## src/rtl/addsub_bcd_seq.sv

```systemverilog
// Sequential add/subtract unit with an iterative shift-add-3 binary-to-BCD converter.
// Optional build macro: SIGNED_MAG_EN (negative differences are shown as a magnitude with neg=1).
module addsub_bcd_seq #(
  parameter int WIDTH  = 8,
  parameter int DIGITS = 3
) (
  input  logic                  CLOCK_50,
  input  logic                  RST_N,
  input  logic                  start,
  input  logic                  mode,
  input  logic [WIDTH-1:0]      a,
  input  logic [WIDTH-1:0]      b,
  output logic                  busy,
  output logic                  done,
  output logic [WIDTH:0]        result,
  output logic                  neg,
  output logic [4*DIGITS-1:0]   bcd,
  output logic [1:0]            state_dbg
);

  localparam int BW = 4 * DIGITS;
  localparam int CW = $clog2(WIDTH + 2);

  function automatic longint pow10(input int n);
    longint p;
    p = 1;
    for (int i = 0; i < n; i++) p = p * 10;
    return p;
  endfunction

  generate
    if (WIDTH < 2 || WIDTH > 16) begin : g_width_chk
      $error("addsub_bcd_seq: WIDTH must be in 2..16");
    end
    if (pow10(DIGITS) <= ((longint'(1) << (WIDTH + 1)) - 1)) begin : g_digit_chk
      $error("addsub_bcd_seq: DIGITS too small for a (WIDTH+1)-bit value");
    end
  endgenerate

  typedef enum logic [1:0] {
    IDLE = 2'd0,
    CALC = 2'd1,
    CONV = 2'd2,
    DONE = 2'd3
  } state_t;

  state_t              state;
  logic [WIDTH-1:0]    a_r, b_r;
  logic                mode_r;
  logic [WIDTH:0]      raw_r;
  logic                neg_r;
  logic [WIDTH:0]      v_r;
  logic [BW-1:0]       bcd_sr;
  logic [CW-1:0]       cnt;

  logic [WIDTH:0]      raw_calc;
  logic [WIDTH:0]      v_calc;
  logic                neg_calc;
  logic [BW-1:0]       bcd_adj;
  logic [BW+WIDTH:0]   shifted;

  assign state_dbg = state;

  always_comb begin
    raw_calc = '0;
    v_calc   = '0;
    neg_calc = 1'b0;
    bcd_adj  = '0;
    shifted  = '0;
    // Subtracting with one extra bit leaves the borrow in the MSB.
    raw_calc = mode_r ? ({1'b0, a_r} - {1'b0, b_r}) : ({1'b0, a_r} + {1'b0, b_r});
`ifdef SIGNED_MAG_EN
    neg_calc = mode_r & (a_r < b_r);
    if (neg_calc)    v_calc = {1'b0, b_r - a_r};
    else if (mode_r) v_calc = {1'b0, raw_calc[WIDTH-1:0]};
    else             v_calc = raw_calc;
`else
    neg_calc = 1'b0;
    v_calc   = mode_r ? {1'b0, raw_calc[WIDTH-1:0]} : raw_calc;
`endif
    for (int i = 0; i < DIGITS; i++) begin
      bcd_adj[4*i +: 4] = (bcd_sr[4*i +: 4] >= 4'd5) ? (bcd_sr[4*i +: 4] + 4'd3)
                                                     : bcd_sr[4*i +: 4];
    end
    shifted = {bcd_adj, v_r} << 1;
  end

  always_ff @(posedge CLOCK_50) begin
    if (!RST_N) begin
      state  <= IDLE;
      busy   <= 1'b0;
      done   <= 1'b0;
      result <= '0;
      neg    <= 1'b0;
      bcd    <= '0;
      a_r    <= '0;
      b_r    <= '0;
      mode_r <= 1'b0;
      raw_r  <= '0;
      neg_r  <= 1'b0;
      v_r    <= '0;
      bcd_sr <= '0;
      cnt    <= '0;
    end else begin
      done <= 1'b0;
      case (state)
        IDLE: begin
          if (start) begin
            a_r    <= a;
            b_r    <= b;
            mode_r <= mode;
            busy   <= 1'b1;
            state  <= CALC;
          end
        end
        CALC: begin
          raw_r  <= raw_calc;
          neg_r  <= neg_calc;
          v_r    <= v_calc;
          bcd_sr <= '0;
          cnt    <= CW'(WIDTH + 1);
          state  <= CONV;
        end
        CONV: begin
          bcd_sr <= shifted[BW+WIDTH:WIDTH+1];
          v_r    <= shifted[WIDTH:0];
          cnt    <= cnt - 1'b1;
          // Last shift: publish directly from the shifted value.
          if (cnt == CW'(1)) begin
            bcd    <= shifted[BW+WIDTH:WIDTH+1];
            result <= raw_r;
            neg    <= neg_r;
            done   <= 1'b1;
            busy   <= 1'b0;
            state  <= DONE;
          end
        end
        DONE:    state <= IDLE;
        default: state <= IDLE;
      endcase
    end
  end

endmodule

```

## config.mk

```make
export PLATFORM = sky130hd
export DESIGN_NAME = addsub_bcd_seq
export DESIGN_NICKNAME = d
export VERILOG_FILES = /design/src/rtl/addsub_bcd_seq.sv
export SDC_FILE = /design/constraint.sdc
export NUM_CORES = 1
export LEC_CHECK = 0
export BUFFER_PORTS_ARGS = -buffer_cell sky130_fd_sc_hd__buf_2
export CORE_AREA = 2 2 84 166
export CTS_CLUSTER_DIAMETER = 60
export DETAILED_ROUTE_END_ITERATION = 8
export DIE_AREA = 0 0 86 168
export GPL_ROUTABILITY_DRIVEN = 1
export SLEW_MARGIN = 20
export SYNTH_ARGS = -nofsm -noshare
export SYNTH_HDL_FRONTEND = slang
export SYNTH_SLANG_ARGS = --single-unit
```

## constraint.sdc

```tcl
create_clock -name CLOCK_50 -period 5.9 [get_ports CLOCK_50]
set_clock_uncertainty 0.15 [all_clocks]
set_input_delay 0.59 -clock CLOCK_50 [delete_from_list [all_inputs] [get_ports CLOCK_50]]
set_output_delay 0.59 -clock CLOCK_50 [all_outputs]
set_load 0.01 [all_outputs]
```

## Word level (Yosys, flattened, before mapping)

Index checks and enable logic that the tools add are counted.

- Register bits after elaboration: 76
- Output and inout port bits: 26
- Input port bits: 20
- Logic and storage cells: 50

- Reductions and logical operators: 8
- $add $sub $neg: 6
- Equal/unequal tests: 6
- Multiplexer cells: 15
- Magnitude comparators: 3

Operators with widths:

| kind | count |
|---|---|
| 12-bit case mux with 2 select lines | 1 |
| 9-bit 2-to-1 mux | 2 |
| 9-bit case mux with 2 select lines | 1 |
| 4-bit by 3-bit >= comparator with 1-bit output, second input constant | 3 |
| 8-bit by 8-bit adder with 9-bit output | 1 |
| 8-bit by 8-bit subtractor with 9-bit output | 1 |
| 4-bit by 2-bit adder with 4-bit output, second input constant | 2 |
| 4-bit 2-to-1 mux | 2 |
| 2-bit case mux with 4 select lines | 1 |
| 4-bit case mux with 2 select lines | 1 |
| 2-bit AND reduction | 4 |
| 2-bit equality test, second input constant | 2 |
| 4-bit by 1-bit equality test with 1-bit output, second input constant | 1 |
| 2-bit 2-to-1 mux | 2 |
| 2-bit inequality test, second input constant | 2 |
| 2-bit nonzero test | 2 |
| 4-bit by 1-bit subtractor with 4-bit output, second input constant | 1 |
| 3-bit by 2-bit adder with 3-bit output, second input constant | 1 |
| 1-bit 2-to-1 mux | 3 |
| 3-bit 2-to-1 mux | 1 |
| 3-bit AND reduction | 1 |
| 2-bit by 1-bit equality test with 1-bit output, second input constant | 1 |
| 2-bit logical NOT | 1 |
| 1-bit case mux with 2 select lines | 1 |

## Longest topological paths before layout

Gate-level depths: netlist of run 1.

- Depth after elaboration: 4
- Gate-level depth with buffers: 11
- Gate-level depth less buffers: 10

## Worst setup path before layout of run 1

Ideal clock, no wire load.

- Kind: register -> register
- Start: register b_r[2]
- End: register raw_r[8]
- Stages on the path, launching flop included: 12
- Setup slack: 3.387 ns
- Clock period less this slack: 2.513 ns
- Data required time: 5.619 ns
- Data arrival time: 2.232 ns
- Library setup time: 0.131 ns
- Path buffers: 1
- Path through: dfxtp_1 > nor3_1 > and3_1 > nor2_1 > xnor2_1 > ha_1 > buf_6 > a21o_1 > a21o_1 > a221oi_4 > xnor2_1 > a21oi_1

- Cells in the longest elaborated chain, start to end: 2
- Elaborated cells on any way between the ends: 3
- Those cells by class: add/sub: 2; mux: 1

Ends and longest elaborated chain:

| item | RTL line | source |
|---|---|---|
| from (decl) | 48 | `logic [WIDTH-1:0] a_r, b_r;` |
| from (signal assigned) | 97 | `b_r <= '0;` |
| from (signal assigned) | 110 | `b_r <= b;` |
| 8-bit by 8-bit adder with 9-bit output or 8-bit by 8-bit subtractor with 9-bit output (tied branches) | 71 | `raw_calc = mode_r ? ({1'b0, a_r} - {1'b0, b_r}) : ({1'b0, a_r} + {1'b0, b_r});` |
| 9-bit 2-to-1 mux * | 71 |  |
| to (signal assigned) | 117 | `raw_r <= raw_calc;` |
| to (decl) | 50 | `logic [WIDTH:0] raw_r;` |

Every way passes the cells marked *; elsewhere a longest branch is shown, timed or not.
A chain may end at the register's enable or synchronous reset.

## Worst setup path after layout of run 1

- Start: register b_r[2]
- End: register v_r[5]

- Cells in the longest elaborated chain, start to end: 4
- Elaborated cells on any way between the ends: 5
- Those cells by class: add/sub: 2; mux: 3

Ends and longest elaborated chain:

| item | RTL line | source |
|---|---|---|
| 8-bit by 8-bit adder with 9-bit output or 8-bit by 8-bit subtractor with 9-bit output (tied branches) | 71 |  |
| 9-bit 2-to-1 mux * | 71 |  |
| 9-bit 2-to-1 mux * | 79 | `v_calc = mode_r ? {1'b0, raw_calc[WIDTH-1:0]} : raw_calc;` |
| 9-bit case mux with 2 select lines * | 106 | `case (state)` |
| to (signal assigned) | 119 | `v_r <= v_calc;` |
| to (signal assigned) | 126 | `v_r <= shifted[WIDTH:0];` |
| to (decl) | 52 | `logic [WIDTH:0] v_r;` |

Marked as above.

==> metrics, run 1 <==
Switch Pwr=0.8164 mW; clock sink count=76; Comb power frac=43.8%; Post-synth EDFFs=0; FP Rows=60; total global routing overflow=0; die area=14450 um^2; Die Y=168 um; peak supply drop=0.0003711 V; Worst Hold Path Cells=2; critical path class=register to register; Hold WS=297.6 ps; Fin. Hold Viols=0; pin count of the biggest net entering global routing=87; FF+latch count, synth=76; Setup Viol. Count Final=0; vias in the first global route=2940; Slew HR=39.62%; hold endpoint=result[1]; Max Cap Viol=0; CTS clock-pin slew for the worst setup and hold paths=60 ps; Adder-Cell Fraction of Synth Area=6.959%; fill count=1386; Area after DPL=4184 um^2; CTS Hold Buffers Added=0; ANT cells=0; routability congestion estimate=0.7503; post_cts resized=0; WL/cell=12.94 um; synth top area cells=dfxtp_1 39%, nand2_1 7.7%, ha_1 6.4%; remaining routing DRC violations=0; clk_lat worst skew=340 ps; mapped cell area=3884 um^2; setup TNS=0 ps; outcome=complete, no violations; Nets=525; Final Util=33.43%; cts bufs inserted=9; post-route cell area=4442 um^2; Mapped Nets=499; starting density of the core=29.23%; io pins=46; DR vias/cell=4.830; crit end category=register; RSZ-0062 raised after global routing=no; Sequential Power Share=32.6%; Synth cell types=55; RR Endpoint=v_r[5]; share of layout cells above drive strength 1=14.34%; Max FO, Critical Path=9; fin crit period=2748 ps; period utilisation layout=46.57%; largest area contributor in the netlist=dfxtp_1; hold_sp=result[1]; Startpoint Class=register; Die Span X=86 um; largest family of logic cells by synthesized area=compound AO/OA/AOI/OAI gates; vias=3106; drt total wl=8321 um; core area=13290 um^2; clock power share=23.6%; DP HPWL=5790 um; Compound-Gate Fraction of Synth Area=21.65%; pwr dens=466.1 nW/um^2; number of synthesis warnings=0; Worst R2R Start=b_r[2]; Simple-Gate Fraction of Synth Area=20.94%; leakage power=1.796 nW; TritonCTS clock tree=done; placed instance count=628; clk root buf=clkbuf_16; sequential fraction of the synthesis area=39.18%; area grow syn2layout=14.37%; Buffers on Ports=44; total track usage=12.14%; non-filler instance count after layout=643; switching share of power=39.44%; CP arrival=2870 ps; post-synthesis mux area share=2.932%; TritonRoute pass-1 iters=4; XOR/XNOR share of the synthesized area=2.932%; htree depth=3; maximum clock insertion buffer count=2; Tightest Pin Transition=905.7 ps; Post-Syn Area per Cell=8.480 um^2; most numerous cell in the Yosys netlist=nand2_1; Post-Syn Instances=458; fmax=363.9 MHz; Worst R2R Path Depth=9; area occupied by multi-input gates=2158 um^2; Sequential Area=1521 um^2; area share of the leading cell type in the synthesized netlist=39.18%; internal power=1.254 mW; reg-to-reg setup timing slack=3150 ps; Hold Crit Class=register to register; CP required=6020 ps; Routed Antenna Nets=0; global-route wire length before repair=14040 um; ys async rst share=0%; # Post-CTS Setup Buffers=0; Slew Limit Fails=0; Commonest cells post-synth=80 x nand2_1, 76 x dfxtp_1, 23 x a21oi_1, 23 x clkbuf_1; antenna violations before repair=0; Primary FF master, synth=dfxtp_1; 1st-iter DRT viols=162
==> how the worst max path moves through the flow <==
| stage | from | endpoint | slack, ps |
|---|---|---|---|
| after floorplan | b_r[2] | raw_r[8] | 3390 |
| after global placement | state_dbg[0] | bcd[11] | 3010 |
| after detailed placement | b_r[2] | v_r[5] | 3180 |
| after CTS | b_r[2] | v_r[5] | 3170 |
| after global routing | state_dbg[0] | bcd[9] | 2920 |
| final | b_r[2] | v_r[5] | 3150 |
==> worst max-delay path, stage by stage, from the launching register on <==
cell and delay [ps]:
dfxtp_1 350, nor3_1 290, and3_1 220, nor2_1 50, xnor2_1 140, ha_1 440, inv_1 160, or4_1 540
a21o_1 180, a31oi_2 150
==> power groups by stage <==
stage / clock network (mW) / logic (mW) / registers (mW)
floorplan: 0 / 0.737 / 0.671
global placement: 0 / 0.903 / 0.686
detailed placement: 0 / 0.909 / 0.687
CTS: 0.504 / 0.913 / 0.676
global route: 0.520 / 1.03 / 0.688
finish: 0.489 / 0.906 / 0.676
==> metal layers <==
layer | global-route usage (%) | vias up | wire length, um
met5 | 0 | - | 0
met4 | 5.935 | 0 | 206
met3 | 2.206 | 14 | 281
met2 | 18.84 | 48 | 3843
met1 | 16.02 | 1417 | 3990
li1 | - | 1627 | -
==> cell families after synthesis <==
family | Yosys count
AO/OA/AOI/OAI | 121
XOR/XNOR | 13
adder cells (fa/ha/maj) | 21
buffers and inverters | 51
flip-flops | 76
multiplexers | 11
other | 1
AND/OR/NAND/NOR | 164
==> final cells by class <==
cell class	instances	area share (%)
Clock buffer	9	5.070
Clock inverter	6	0.7324
Inverter	20	1.690
Multi-Input combinational cell	331	48.59
Sequential cell	76	34.25
Tap cell	155	4.366
Timing Repair Buffer	46	5.296
==> placed cells by master (no fill, tap or decap), types with 2 or more instances in the layout <==
cell	instances
buf_2	44
and2_1	19
o211a_1	8
a41oi_1	3
ha_1	20
nand2b_1	4
dfxtp_1	76
nor3_1	4
clkbuf_16	9
o21a_1	5
o21ai_1	7
o211ai_1	3
nand4b_1	3
a21o_1	4
mux2_2	3
nor2b_1	13
nand3b_1	4
xnor2_1	11
o22ai_1	9
a21boi_1	20
o21ai_0	14
o31ai_1	3
inv_1	19
nand2_1	80
nor2_1	12
a32oi_1	2
xor2_1	2
a21boi_0	8
nor3b_1	9
a31oi_1	4
buf_4	2
nand3_1	7
a21oi_1	23
mux2i_1	8
clkinv_2	5
==> registers in the layout, indices dropped and copies added (netlist names) <==
signal	cells
raw_r	9
state_dbg	2
busy	1
b_r	8
v_r	9
bcd_sr	12
result	9
a_r	8
mode_r	1
bcd	12
cnt	4
done	1
==> through the flow <==
step	setup slack [ps]	total power, mW
global route	2920	2.234
finish	3152	2.070
global placement	3013	1.588
floorplan	3387	1.408
CTS	3173	2.093
detailed placement	3181	1.596
(Power assumes the default switching activity.)
==> run 2: changes to the inputs <==
--- a/config.mk
+++ b/config.mk
@@ -5,11 +5,12 @@
 export SDC_FILE = /design/constraint.sdc
 export NUM_CORES = 1
 export LEC_CHECK = 0
+export ABC_AREA = 1
 export BUFFER_PORTS_ARGS = -buffer_cell sky130_fd_sc_hd__buf_2
-export CORE_AREA = 2 2 84 166
+export CORE_AREA = 2 2 82 163
 export CTS_CLUSTER_DIAMETER = 60
 export DETAILED_ROUTE_END_ITERATION = 8
-export DIE_AREA = 0 0 86 168
+export DIE_AREA = 0 0 84 165
 export GPL_ROUTABILITY_DRIVEN = 1
 export SLEW_MARGIN = 20
 export SYNTH_ARGS = -nofsm -noshare
==> constraint.sdc (replaced) <==
create_clock -name CLOCK_50 -period 2.8 [get_ports CLOCK_50]
set_clock_uncertainty 0.15 [all_clocks]
set_input_delay 0.28 -clock CLOCK_50 [delete_from_list [all_inputs] [get_ports CLOCK_50]]
set_output_delay 0.28 -clock CLOCK_50 [all_outputs]
set_load 0.01 [all_outputs]
==> run 2 against run 1 <==
Net effect: final cell count up 12%; highest routed layer unchanged; sequential share of layout area grew 0.52 points; sequential power rose by 120%; via count increased by 7.3%; area after synthesis fell by 3.7%; synthesized cell count rose by 14%; first-iteration DRC count down 6.8%; flip-flop and latch count unchanged.
==> metrics, run 2 <==
Slew Limit Fails=0; 1st-iter DRT viols=151; CP required=2880 ps; FP Rows=58; FF+latch count, synth=76; DP HPWL=6447 um; fill count=1373; WL/cell=11.99 um; vias in the first global route=3300; Primary FF master, synth=dfxtp_1; Nets=608; Post-Syn Instances=524; number of synthesis warnings=0; Worst R2R Start=b_r[0]; RSZ-0062 raised after global routing=no; DR vias/cell=4.618; synth top area cells=dfxtp_1 41%, nand2_1 8.7%, nor2_1 8.2%; Worst Hold Path Cells=3; pwr dens=1095 nW/um^2; period utilisation layout=87.80%; starting density of the core=29.80%; peak supply drop=0.0004483 V; leakage power=2.106 nW; Max FO, Critical Path=5; TritonCTS clock tree=done; fin crit period=2458 ps; Worst R2R Path Depth=15; Die Y=165 um; total global routing overflow=0; clock sink count=76; maximum clock insertion buffer count=2; routability congestion estimate=0.8847; Mapped Nets=565; Fin. Hold Viols=0; Commonest cells post-synth=87 x nand2_1, 82 x nor2_1, 76 x dfxtp_1, 76 x inv_1; setup TNS=0 ps; mapped cell area=3741 um^2; Setup Viol. Count Final=0; Routed Antenna Nets=0; # Post-CTS Setup Buffers=0; commonest non-fill, non-tap cell in the layout=nand2_1; Startpoint Class=register; hold_sp=a[1]; CP startpoint=b_r[0]; clk root buf=clkbuf_16; drt total wl=8656 um; vias=3334; most numerous cell in the Yosys netlist=nand2_1; largest area contributor in the netlist=dfxtp_1; pin count of the biggest net entering global routing=44; CP arrival=2540 ps; Area after DPL=4096 um^2; post_cts resized=0; non-filler instance count after layout=722; share of layout cells above drive strength 1=13.29%; htree depth=3; largest registers=bcd (12), bcd_sr (12); die area=13860 um^2; area share of the leading cell type in the synthesized netlist=40.67%; Post-synth EDFFs=0; Hold WS=48.35 ps; CTS Hold Buffers Added=0; cts bufs inserted=9; clk_lat worst skew=330 ps; Synth cell types=36; Max Cap Viol=0; remaining routing DRC violations=0; fmax=406.8 MHz; critical path class=register to register; global-route wire length before repair=14880 um; io pins=46; core area=12550 um^2; total track usage=13.24%; most frequent cells in the layout=87 x nand2_1, 82 x nor2_1, 76 x inv_1, 76 x dfxtp_1; placed instance count=706; ANT cells=0; crit end category=register; outcome=complete, no violations; ys async rst share=0%; area grow syn2layout=16.96%; Hold Crit Class=input pin to register; TritonRoute pass-1 iters=4; CTS clock-pin slew for the worst setup and hold paths=60 ps; Buffers on Ports=44; sequential fraction of the synthesis area=40.67%; Tightest Pin Transition=808.2 ps; Post-Syn Area per Cell=7.139 um^2; Slew HR=46.06%; antenna violations before repair=0; Die Span X=84 um; post-route cell area=4375 um^2; Pwr Total=4.790 mW
run 2: changes by cell type after synthesis, moves of 15 or more:
cell,before,now
o21ai_0,14,48
a21oi_1,23,48
and2_1,19,0
clkbuf_1,23,8
a21boi_1,20,0
inv_1,19,76
nor2_1,13,82
run 2: area by class of cell:
| type | instances | area [um^2] | area share, % |
|---|---|---|---|
| clock buffers | 11 | 242.7 | 5.548 |
| clock inverters | 5 | 36.28 | 0.8293 |
| inverters | 81 | 304.0 | 6.949 |
| multi-input cells | 349 | 1818 | 41.55 |
| flip-flops and latches | 76 | 1521 | 34.77 |
| well taps | 150 | 187.7 | 4.289 |
| repair buffers | 50 | 265.3 | 6.062 |
run 2: layer usage:
metal / track usage [%] / share of wire [%] / up-vias
li1: - / - / 1745
met1: 13.45 / 40 / 1514
met2: 25.82 / 55 / 60
met3: 2.599 / 3.3 / 15
met4: 5.572 / 2.0 / 0
met5: 0 / 0 / -
run 2: worst max-delay path: stages, from the launching register on:
cell	delay, ps
dfxtp_1	310
inv_1	100
ha_1	200
nand2_1	80
o31ai_1	280
xor2_1	170
inv_1	60
ha_1	330
nand2_1	100
inv_1	40
a21oi_1	180
nand3b_1	120
nand2_1	80
nand2_1	50
nand2_1	80
inv_1	40
run 2: worst paths after layout:
path                                 end  slack [ps]
worst min-delay path              a_r[1]          50
worst min register to register    a_r[0]         320
worst max register to register  raw_r[7]         340
worst max-delay path            raw_r[7]         340
run 2: metrics by stage:
stage / worst slack, ps / util, %
floorplan: 582.5 / -
global placement: 425.6 / 32.63
detailed placement: 358.6 / 32.63
CTS: 338.6 / 34.85
global route: 95.99 / 34.85
finish: 341.6 / 34.85
run 2: where the power goes:
part           leakage [nW]  switching [mW]  total, mW  internal, mW
sequential            0.620           0.152       1.49          1.34
combinational          1.36            1.43       2.22         0.790
clock                 0.128           0.455       1.08         0.626
run 2: logic make-up after synthesis:
family / Yosys count / share of synthesized area [%]
compound gates: 122 / 17.53
xor+xnor: 13 / 3.043
fa+ha+maj: 21 / 7.224
flops: 76 / 40.67
buf+inv: 99 / 10.74
simple gates: 192 / 20.70
other cells: 1 / 0.1002
==> run 3: changes to the inputs <==
--- a/config.mk
+++ b/config.mk
@@ -6,7 +6,7 @@
 export NUM_CORES = 1
 export LEC_CHECK = 0
 export ABC_AREA = 1
-export BUFFER_PORTS_ARGS = -buffer_cell sky130_fd_sc_hd__buf_2
+export BUFFER_PORTS_ARGS = -buffer_cell sky130_fd_sc_hd__buf_4
 export CORE_AREA = 2 2 82 163
 export CTS_CLUSTER_DIAMETER = 60
 export DETAILED_ROUTE_END_ITERATION = 8
==> run 3 against run 2 <==
Net effect: global-route usage up 0.47 points; combinational power is 3% higher; worst hold slack got worse by 7.2 ps; maximum frequency increased by 0.31%; register-to-register slack about the same; critical path depth unchanged; clock power up 27%; via count shrank 0.72%; total power up 7.5%; sequential power barely moved; worst setup slack improved by 7.7 ps; die area is the same; critical path type unchanged; largest cell class unchanged; largest power group unchanged; highest routed layer unchanged.
==> metrics, run 3 (same netlist as run 2, synthesis figures left out) <==
maximum clock insertion buffer count=2; CP arrival=2540 ps; total global routing overflow=0; pin count of the biggest net entering global routing=45; placed instance count=705; CTS Hold Buffers Added=0; GR peak layer=met2; CP required=2890 ps; clk root buf=clkbuf_16; fmax=408.0 MHz; Pwr Total=5.150 mW; ANT cells=0; hold_sp=a[7]; Nets=607; share of layout cells above drive strength 1=13.31%; global-route wire length before repair=15010 um; starting density of the core=29.80%; Hold Crit Class=input pin to register; Routed Antenna Nets=0; Critical path buffers and inverters=4; cts bufs inserted=9; Worst Hold Path Cells=3; die area=13860 um^2; routability congestion estimate=0.8604; # Post-CTS Setup Buffers=0; vias in the first global route=3314; met1 Use GR=13.15%; worst path cell trace=inv_1 -> ha_1 -> nand2_1 -> o31ai_1 -> xor2_1 -> inv_1 -> ha_1 -> nand2_1 -> inv_1 -> a21oi_1 -> nand3b_1 -> nand2_1 -> nand2_1 -> nand2_1 -> inv_1; Comb power frac=44.5%; Slew HR=59.33%; total track usage=13.71%; met2 usage=26.36%; period utilisation layout=87.53%; htree depth=3; clock power share=26.6%; crit end category=register; Hold WS=41.14 ps; most frequent cells in the layout=87 x nand2_1, 82 x nor2_1, 76 x inv_1, 76 x dfxtp_1, 49 x buf_4; DR vias/cell=4.591; Die Y=165 um; clock sink count=76; Die Span X=84 um; Final Util=36.31%; Top cell by count, worst path=nand2_1; DP HPWL=6654 um; Crit path depth=15; Max Cap Viol=0; remaining routing DRC violations=0; fin crit period=2451 ps; CTS clock-pin slew for the worst setup and hold paths=60 ps; area grow syn2layout=21.84%; 1st-iter DRT viols=116; WL/cell=12.37 um; Setup Viol. Count Final=0; leakage power=2.161 nW; RR Endpoint=raw_r[7]; antenna violations before repair=0; io pins=46; Tightest Pin Transition=610.0 ps; outcome=complete, no violations; commonest non-fill, non-tap cell in the layout=nand2_1; Buffers on Ports=44; TritonCTS clock tree=done; switching share of power=40.21%; critical path's slowest cell=ha_1; Sequential Power Share=29.0%; critical path's largest stage delay=340 ps; post_cts resized=0; Max FO, Critical Path=5; vias=3310; Worst R2R Path Depth=15; reg-to-reg setup timing slack=350 ps; core area=12550 um^2; drt total wl=8917 um; critical path class=register to register; Top Family by Delay on Critical Path=adder cells; setup TNS=0 ps; met3 Use GR=2.999%; TritonRoute pass-1 iters=4; hold endpoint=a_r[7]; Switch Pwr=2.071 mW; Worst R2R Start=b_r[1]; Slew Limit Fails=0; largest registers=bcd (12), bcd_sr (12); clk_lat worst skew=340 ps; Fin. Hold Viols=0; internal power=3.079 mW; non-filler instance count after layout=721; FP Rows=58; RSZ-0062 raised after global routing=no; pwr dens=1130 nW/um^2; peak supply drop=0.0004701 V; Startpoint Class=register
run 3: layer usage:
layer  share of wire [%]  vias up  wire [um]
met3                 3.2       25        285
li1                    -     1738          -
met2                  54       61       4832
met4                 3.8        0        340
met1                  39     1486       3458
met5                   0        -          0
run 3: layout make-up:
cell class	count	area, um^2
clock buffers	11	252.7
clock inverters	5	106.4
flip-flops and latches	76	1521
multi-input cells	349	1818
well taps	150	187.7
repair buffers	49	367.9
inverters	81	304.0
fillers	1312	7996
run 3: worst max path at each step:
stage | end | startpoint | slack, ps
4_1_cts | raw_r[7] | b_r[1] | 330
3_5_place_dp | raw_r[7] | b_r[1] | 350
3_3_place_gp | raw_r[7] | b_r[0] | 430
5_1_grt | raw_r[7] | b_r[1] | 130
6_report | raw_r[7] | b_r[1] | 350
2_1_floorplan | raw_r[7] | b_r[0] | 580
run 3: power groups by stage:
stage | logic, mW | registers [mW] | clock network (mW)
3_3_place_gp | 2.23 | 1.50 | 0
2_1_floorplan | 1.69 | 1.49 | 0
5_1_grt | 2.63 | 1.52 | 1.45
6_report | 2.29 | 1.49 | 1.37
3_5_place_dp | 2.30 | 1.51 | 0
4_1_cts | 2.32 | 1.49 | 1.41
run 3: worst register-to-register path: cells and delay by family (launching register included):
kind | cells | cell delay [ps]
adder cells (fa/ha/maj) | 2 | 540
AND/OR/NAND/NOR | 6 | 530
AO/OA/AOI/OAI | 2 | 440
flip-flops | 1 | 300
buffers and inverters | 4 | 230
XOR/XNOR | 1 | 170
run 3: stage by stage:
stage | worst slack (ps) | cell area [um^2]
3_3_place_gp | 431.0 | 4199
5_1_grt | 131.2 | 4558
6_report | 349.3 | 4558
2_1_floorplan | 582.5 | 3741
3_5_place_dp | 354.8 | 4199
4_1_cts | 330.9 | 4558
